--- config.mk ---
export PLATFORM = sky130hd
export DESIGN_NAME = fifo_skew_feeder
export DESIGN_NICKNAME = d
export VERILOG_FILES = /design/src/rtl/fifo_skew_feeder.sv
export SDC_FILE = /design/constraint.sdc
export NUM_CORES = 1
export LEC_CHECK = 0
export ABC_AREA = 1
export CAP_MARGIN = 20
export CORE_ASPECT_RATIO = 0.5
export CORE_MARGIN = 2
export CORE_UTILIZATION = 55
export DETAILED_ROUTE_END_ITERATION = 8
export GPL_TIMING_DRIVEN = 1
export PLACE_DENSITY = 0.83
export SLEW_MARGIN = 20
export SYNTH_ARGS = -nofsm -noshare
export SYNTH_HDL_FRONTEND = slang
export SYNTH_SLANG_ARGS = --single-unit
--- constraint.sdc ---
create_clock -name clk -period 3.5 [get_ports clk]
set_input_delay 0.525 -clock clk [delete_from_list [all_inputs] [get_ports clk]]
set_output_delay 0.525 -clock clk [all_outputs]
set_load 0.01 [all_outputs]
--- src/rtl/fifo_skew_feeder.sv ---
// fifo_skew_feeder: pops a programmed burst from one array-lane input FIFO
// and delays each word by SKEW cycles, so that the array edge sees a
// diagonal wavefront. After the burst it flushes the skew line and then
// pulses done.
//
// Handshake: a pop happens in exactly the cycle where fifo_r_enable=1. The
// word is taken from fifo_d_out in that same cycle. The downstream side has
// no ready signal. Instead, stall=1 freezes every register in the block.
// pe_valid qualifies pe_data, and pe_data is forced to 0 whenever pe_valid
// is 0.
module fifo_skew_feeder #(
  parameter int WORD_WIDTH = 8,
  parameter int LEN_WIDTH  = 8,
  parameter int SKEW       = 0
) (
  input  logic                  clk,
  input  logic                  reset_n,
  input  logic                  start,
  input  logic [LEN_WIDTH-1:0]  length,
  input  logic                  stall,
  input  logic                  fifo_empty,
  input  logic                  fifo_w_enable,
  input  logic [WORD_WIDTH-1:0] fifo_d_out,
  output logic                  fifo_r_enable,
  output logic                  pe_valid,
  output logic [WORD_WIDTH-1:0] pe_data,
  output logic                  busy,
  output logic                  done,
  output logic [1:0]            dbg_state
);

  typedef enum logic [1:0] {
    S_IDLE  = 2'd0,
    S_FEED  = 2'd1,
    S_DRAIN = 2'd2,
    S_DONE  = 2'd3
  } state_t;

  // With SKEW=0 DRAIN still lasts one cycle, so that the output register can
  // present the last word before done.
  localparam logic [6:0] DRAIN_LAST = 7'((SKEW == 0) ? 0 : SKEW - 1);

  state_t                r_state;
  state_t                w_state_nxt;
  logic [LEN_WIDTH:0]    r_len;
  logic [LEN_WIDTH:0]    r_cnt;
  logic [LEN_WIDTH:0]    w_cnt_inc;
  logic [6:0]            r_drain_cnt;
  logic                  w_accept;
  logic                  w_pop;
  logic                  w_done;
  logic                  r_line_valid [0:SKEW];
  logic [WORD_WIDTH-1:0] r_line_data  [0:SKEW];

  assign w_cnt_inc = r_cnt + {{LEN_WIDTH{1'b0}}, 1'b1};

  // Next-state logic, pop decision and done strobe.
  // The FIFO gives a write priority over a read, so no pop is issued in a
  // cycle where the FIFO is being written.
  always_comb begin
    w_state_nxt = r_state;
    w_accept    = 1'b0;
    w_pop       = 1'b0;
    w_done      = 1'b0;
    unique case (r_state)
      S_IDLE: begin
        if (start && !stall) begin
          w_accept    = 1'b1;
          w_state_nxt = (length == '0) ? S_DRAIN : S_FEED;
        end
      end
      S_FEED: begin
        w_pop = !stall && !fifo_empty && !fifo_w_enable && (r_cnt < r_len);
        if (w_pop && (w_cnt_inc == r_len)) begin
          w_state_nxt = S_DRAIN;
        end
      end
      S_DRAIN: begin
        if (!stall && (r_drain_cnt == DRAIN_LAST)) begin
          w_state_nxt = S_DONE;
        end
      end
      S_DONE: begin
        if (!stall) begin
          w_done      = 1'b1;
          w_state_nxt = S_IDLE;
        end
      end
      default: w_state_nxt = S_IDLE;
    endcase
  end

  // State register and burst counters. All of them hold while stall is high.
  always_ff @(posedge clk) begin
    if (!reset_n) begin
      r_state     <= S_IDLE;
      r_len       <= '0;
      r_cnt       <= '0;
      r_drain_cnt <= '0;
    end else if (!stall) begin
      r_state <= w_state_nxt;
      if (w_accept) begin
        r_len <= {1'b0, length};
        r_cnt <= '0;
      end else if (w_pop) begin
        r_cnt <= w_cnt_inc;
      end
      if (r_state == S_DRAIN) begin
        r_drain_cnt <= r_drain_cnt + 7'd1;
      end else begin
        r_drain_cnt <= '0;
      end
    end
  end

  // Skew shift line. Stage SKEW is the output register. Bubbles enter
  // whenever no word is popped, which keeps the lane at zero between bursts.
  always_ff @(posedge clk) begin
    if (!reset_n) begin
      for (int i = 0; i <= SKEW; i++) begin
        r_line_valid[i] <= 1'b0;
        r_line_data[i]  <= '0;
      end
    end else if (!stall) begin
      r_line_valid[0] <= w_pop;
      r_line_data[0]  <= w_pop ? fifo_d_out : '0;
      for (int i = 1; i <= SKEW; i++) begin
        r_line_valid[i] <= r_line_valid[i-1];
        r_line_data[i]  <= r_line_data[i-1];
      end
    end
  end

  // The pop strobe and done are gated by reset, so that a reset cycle
  // neither consumes a FIFO word nor reports completion.
  assign fifo_r_enable = w_pop && reset_n;
  assign done          = w_done && reset_n;
  assign busy          = (r_state != S_IDLE);
  assign pe_valid      = r_line_valid[SKEW];
  assign pe_data       = r_line_data[SKEW];
  assign dbg_state     = r_state;

endmodule

==> flow_metrics.tcl, run 1 <==
set metrics [dict create \
    setup_violations 0 \
    crit_chain "ha_1 > nand2_1 > nand2_1 > nand3_1 > nand2_1 > nand2_1 > nand4_1 > nor2_2 > inv_1 > nor2_2 > clkdlybuf4s50_1" \
    diodes 0 \
    grt_pass1_wl_um 7031 \
    synth_edf_count 9 \
    syn_inst 281 \
    final-max-slew-violation-count 0 \
    gp_congestion 0.9196 \
    ctsResizeCount 0 \
    cts.sink_count 35 \
    path_depth 11 \
    routed_via_density 5.260 \
    path_buf_inv 2 \
    ir_drop_uv 245.8 \
    drive_above_1_share_pct 4.348 \
    final_cell_mix "59 x nand2_1, 47 x inv_1, 35 x clkdlybuf4s50_1" \
    numCtsBuffers 5 \
    required_ns 2.97 \
    relSlewSlack_pct 60.60 \
    hold_ws_ns 0.5188 \
    grt_pass1_vias 1685 \
    drtPass1Iterations 5 \
    h-tree-depth 2 \
    tightest_slew_ns 0.5848 \
    fin_skew_ns 0.008996 \
    ant_nets 0 \
    cts.clk_slew.worst_paths_ns 0.08 \
    clk_path_buf_depth 2 \
    hold_depth 2 \
    finalSetupTns_ns 0 \
    ctsHoldBuffers 0 \
    crit_fanout 8 \
    dieArea_mm2 0.004160 \
    grt_use_total_pct 22.93 \
    syn_area_mm2 0.001998 \
    drtIter0Drc 104 \
    r2r_cells 9 \
    worst_path_max_delay_cell "clkdlybuf4s50_1" \
    synthesis.nets 318 \
    cts_root_buf "clkbuf_8" \
    cts_setup_buffers 0 \
    die_h_um 46.62 \
    cts_tree "built" \
    synthArstFlopShare_pct 0 \
    critical_path_class "reg2out" \
    num_vias 1962 \
    rows 15 \
    hold_viol 0 \
    area_delta_synth_final_pct 24.73 \
    antenna_found_initial 0 \
    grt_max_degree 19 \
    wl_um 4480 \
    fin_crit_sh_pct 83.52 \
    p_leak_nw 1.080 \
    cp_top_family "buffers and inverters" \
    avgRoutedWirePerCell_um 12.01 \
    synthFlopType "dfxtp_1" \
    numPortBuffers 35 \
    period_needed_ns 2.923 \
    ioPinCount 36 \
    fmaxAchievable_mhz 342.1 \
    initial_core_util_pct 57.86 \
    slowest_delay_ns 0.56 \
    critPathArrivalTime_ns 2.40 \
    synth-seq-cells 35 \
    cap_violations 0 \
    ys_warn_count 0 \
    status "finished, final reports clean" \
    rsz0062_at_grt "no" \
    synth_cell_types 27 \
    cpMostUsedCell "nand2_1" \
    core_mm2 0.003453 \
    remaining_drc_errors 0 \
    ys_seq_area_share_pct 39.57 \
    die_w_um 89.24 \
    final_common_cell "nand2_1" \
    synth_area_per_cell_um2 7.111 \
    grt_remaining_overflow 0 \
    start_kind "flop" \
    dp_hpwl_um 3492 \
    powerDensity_mw_per_mm2 359.4 \
    num-nets-final 358 \
    hold_path.class "reg2reg" \
    cp-end-kind "output pin" \
    clk-insertion-delay-late_ns 0.29 \
]
## metrics by stage
step                      power [W]  cell area, µm²  instances  utilization [%]  worst slack, ns
after floorplan           0.0005433            1998        281                -            1.538
after global placement    0.0006095            2407        365            69.71           0.6625
after detailed placement  0.0006145            2407        365            69.71           0.6214
after CTS                 0.0008987            2492        373            72.17           0.5772
after global routing      0.0009430            2492        373            72.17           0.4135
final                     0.0008957            2492        373            72.17           0.5768
## report_power, final
part           internal, W  switching, W
Combinational    0.0000745     0.0000856
Clock             0.000139      0.000151
Sequential        0.000433     0.0000129
Total             0.000647      0.000249
## worst reg2reg max path, cell delays in order (launching register included)
cell and delay [ns]:
dfxtp_1 0.42, inv_1 0.09, ha_1 0.24, inv_1 0.10, nor3_1 0.08, inv_1 0.39
nand2_1 0.23, inv_1 0.16, o21ai_0 0.09, a31oi_1 0.13
## path summary, 6_finish.rpt
kind / start / to / slack (ns)
max reg2reg: dbg_state[0] / r_cnt[7] / 1.51
min reg2reg: r_len[2] / r_len[2] / 0.52
min: r_len[2] / r_len[2] / 0.52
max: r_cnt[2] / fifo_r_enable / 0.58
## state kept, by name (all words and copies together) (netlist names)
signal,count
dbg_state,2
r_cnt,9
r_drain_cnt,7
r_len,8
r_line_data,8
r_line_valid,1
## layout make-up
type / instances / area, µm²
Timing Repair Buffer: 36 / 357.8
Inverter: 48 / 180.2
Sequential cell: 35 / 790.8
Tap cell: 51 / 63.81
Clock buffer: 6 / 72.57
Multi-Input combinational cell: 195 / 1015
Clock inverter: 2 / 12.51
Fill cell: 291 / 960.9
## cell families after synthesis
family                   share of synthesized area [%]
adder cells (fa/ha/maj)                          9.393
AND/OR/NAND/NOR                                  29.56
flip-flops                                       39.57
AO/OA/AOI/OAI                                    11.84
buffers and inverters                            9.643
## cells in the mapped netlist, drive strengths merged (2+ instances only)
cell type,instances,area [µm²]
a21oi,23,115.1
and3,2,12.51
clkbuf,2,7.510
dfxtp,26,520.5
edfxtp,9,270.3
ha,15,187.7
inv,48,180.2
nand2,60,227.7
nand3,22,110.1
nand4,5,31.28
nor2,33,133.9
nor3,7,35.03
nor4,2,12.51
o21ai,17,85.08
## metal layers
| metal | wire, µm | global-route usage (%) | vias to the layer above |
|---|---|---|---|
| met4 | 88 | 8.358 | 0 |
| met3 | 277 | 6.631 | 11 |
| met2 | 2074 | 38.37 | 62 |
| li1 | - | - | 999 |
| met1 | 2039 | 28.73 | 890 |
| met5 | 0 | 0 | - |
Power figures use the tool's default switching activity.
==> run 2, diff against run 1 <==
- CORE_UTILIZATION: 55 -> 47
- PLACE_DENSITY: 0.83 -> 0.76
- clock period: 3.5 -> 2.55 ns (I/O delays scaled with it)
==> flow_metrics.tcl, run 2 (synthesized netlist as in run 1, its figures left out) <==
set metrics [dict create \
    largest_reg_flops 9 \
    clkPwrFrac_pct 36.8 \
    drtIter0Drc 60 \
    grt_max_degree 15 \
    status "finished, final reports clean" \
    avgRoutedWirePerCell_um 11.70 \
    hold_viol 0 \
    clk-insertion-delay-late_ns 0.29 \
    h-tree-depth 2 \
    ctsHoldBuffers 0 \
    dieArea_mm2 0.004821 \
    cts.clk_slew.worst_paths_ns 0.07 \
    top_regs "r_cnt x9, r_len x8, r_line_data x8" \
    critical_path_class "reg2out" \
    final_cell_mix "59 x nand2_1, 47 x inv_1, 34 x clkdlybuf4s50_1" \
    ir_drop_uv 298.0 \
    core_mm2 0.003984 \
    grt_pass1_vias 1852 \
    worst_path_max_delay_cell "dfxtp_1" \
    finalSetupTns_ns 0 \
    tightest_slew_ns 0.5617 \
    layout.filler_cells 350 \
    powerDensity_mw_per_mm2 515.1 \
    cts_setup_buffers 0 \
    antenna_found_initial 0 \
    routed_via_density 5.003 \
    cts_tree "built" \
    fin_skew_ns 0.007360 \
    p_int_w 0.0009894 \
    final-max-slew-violation-count 0 \
    numPlacedInstances 377 \
    remaining_drc_errors 0 \
    cp-end-kind "output pin" \
    start_kind "flop" \
    drive_above_1_share_pct 7.251 \
    numCtsBuffers 5 \
    num-nets-final 367 \
    final_area_mm2 0.002581 \
    grt_use_total_pct 20.97 \
    ant_nets 0 \
    comb_power_share_pct 17.3 \
    cts.sink_count 35 \
    regMostFlops "r_cnt" \
    required_ns 2.17 \
    dp_hpwl_um 3568 \
    final_util_pct 64.79 \
    relSlewSlack_pct 62.16 \
    seqPwrFrac_pct 45.9 \
    drtPass1Iterations 4 \
    area_delta_synth_final_pct 29.18 \
    cts_root_buf "clkbuf_8" \
    crit_chain "inv_1 > ha_1 > a21oi_1 > nand2_1 > nand2_1 > nand4_1 > nor2_2 > inv_1 > nor2_2 > clkbuf_2" \
    period_needed_ns 2.231 \
    seqCellArea_um2 790.8 \
    crit_fanout 3 \
    num_vias 1926 \
    initial_core_util_pct 50.16 \
    fin_cells 385 \
    diodes 0 \
    fmaxAchievable_mhz 448.3 \
    grt_remaining_overflow 0 \
    slowest_delay_ns 0.34 \
    die_h_um 50.11 \
    gp_congestion 0.8702 \
    rsz0062_at_grt "no" \
    p_leak_nw 1.140 \
    die_w_um 96.21 \
    fin_crit_sh_pct 87.49 \
    clk_path_buf_depth 2 \
    final_common_cell "nand2_1" \
    switching_share_pct 25.58 \
    hold_path.class "reg2reg" \
    critPathArrivalTime_ns 1.85 \
    multi_input_area_mm2 0.001015 \
    setup_violations 0 \
    grt_pass1_wl_um 7776 \
    rows 16 \
    ioPinCount 36 \
    wl_um 4503 \
    cap_violations 0 \
    p_sw_w 0.0003401 \
    placed_area_mm2 0.002479 \
    ctsResizeCount 1 \
    numPortBuffers 35 \
]
## run 2: area by class of cell
class,count,area share (%)
timing repair buffer,45,16.29
tap,54,2.618
multi-input combinational,195,39.31
clock buffer,5,2.666
clock inverter,3,1.503
inverter,48,6.980
sequential,35,30.63
## run 2: path summary, 6_finish.rpt
| path | cells past startpoint | slack (ns) | endpoint | start |
|---|---|---|---|---|
| max | 10 | 0.32 | fifo_r_enable | r_len[4] |
| min | 2 | 0.51 | r_len[2] | r_len[2] |
| max reg2reg | 15 | 0.65 | dbg_state[1] | r_cnt[1] |
| min reg2reg | 2 | 0.51 | r_len[2] | r_len[2] |
## run 2: metal layers
layer,up-vias,track usage (%),share of wire [%]
met5,-,0,0
met4,0,6.429,1.0
met3,6,4.740,4.5
met2,35,34.38,47
met1,868,27.51,48
li1,1017,-,-
## run 2: metrics by stage
step	total power [W]	hold slack, ns	setup slack, ns
3_5_place_dp	0.0008520	0.4954	0.06348
2_1_floorplan	0.0007458	0.4697	0.7306
6_report	0.001330	0.5098	0.3191
4_1_cts	0.001342	0.5062	0.1737
5_1_grt	0.001397	0.5400	0.09166
3_3_place_gp	0.0008467	0.4863	0.08253
## run 2: power groups by stage
stage | clock (W) | combinational [W] | sequential [W]
global placement | 0 | 0.000224 | 0.000623
floorplan | 0 | 0.000120 | 0.000626
finish | 0.000489 | 0.000229 | 0.000611
global route | 0.000525 | 0.000259 | 0.000614
CTS | 0.000501 | 0.000230 | 0.000611
detailed placement | 0 | 0.000228 | 0.000624
## run 2: critical path: cells and delay by family (launching register included)
kind	cells	cell delay [ns]
simple gates	5	0.47
compound gates	1	0.15
flops	1	0.34
buf+inv	3	0.29
fa+ha+maj	1	0.32
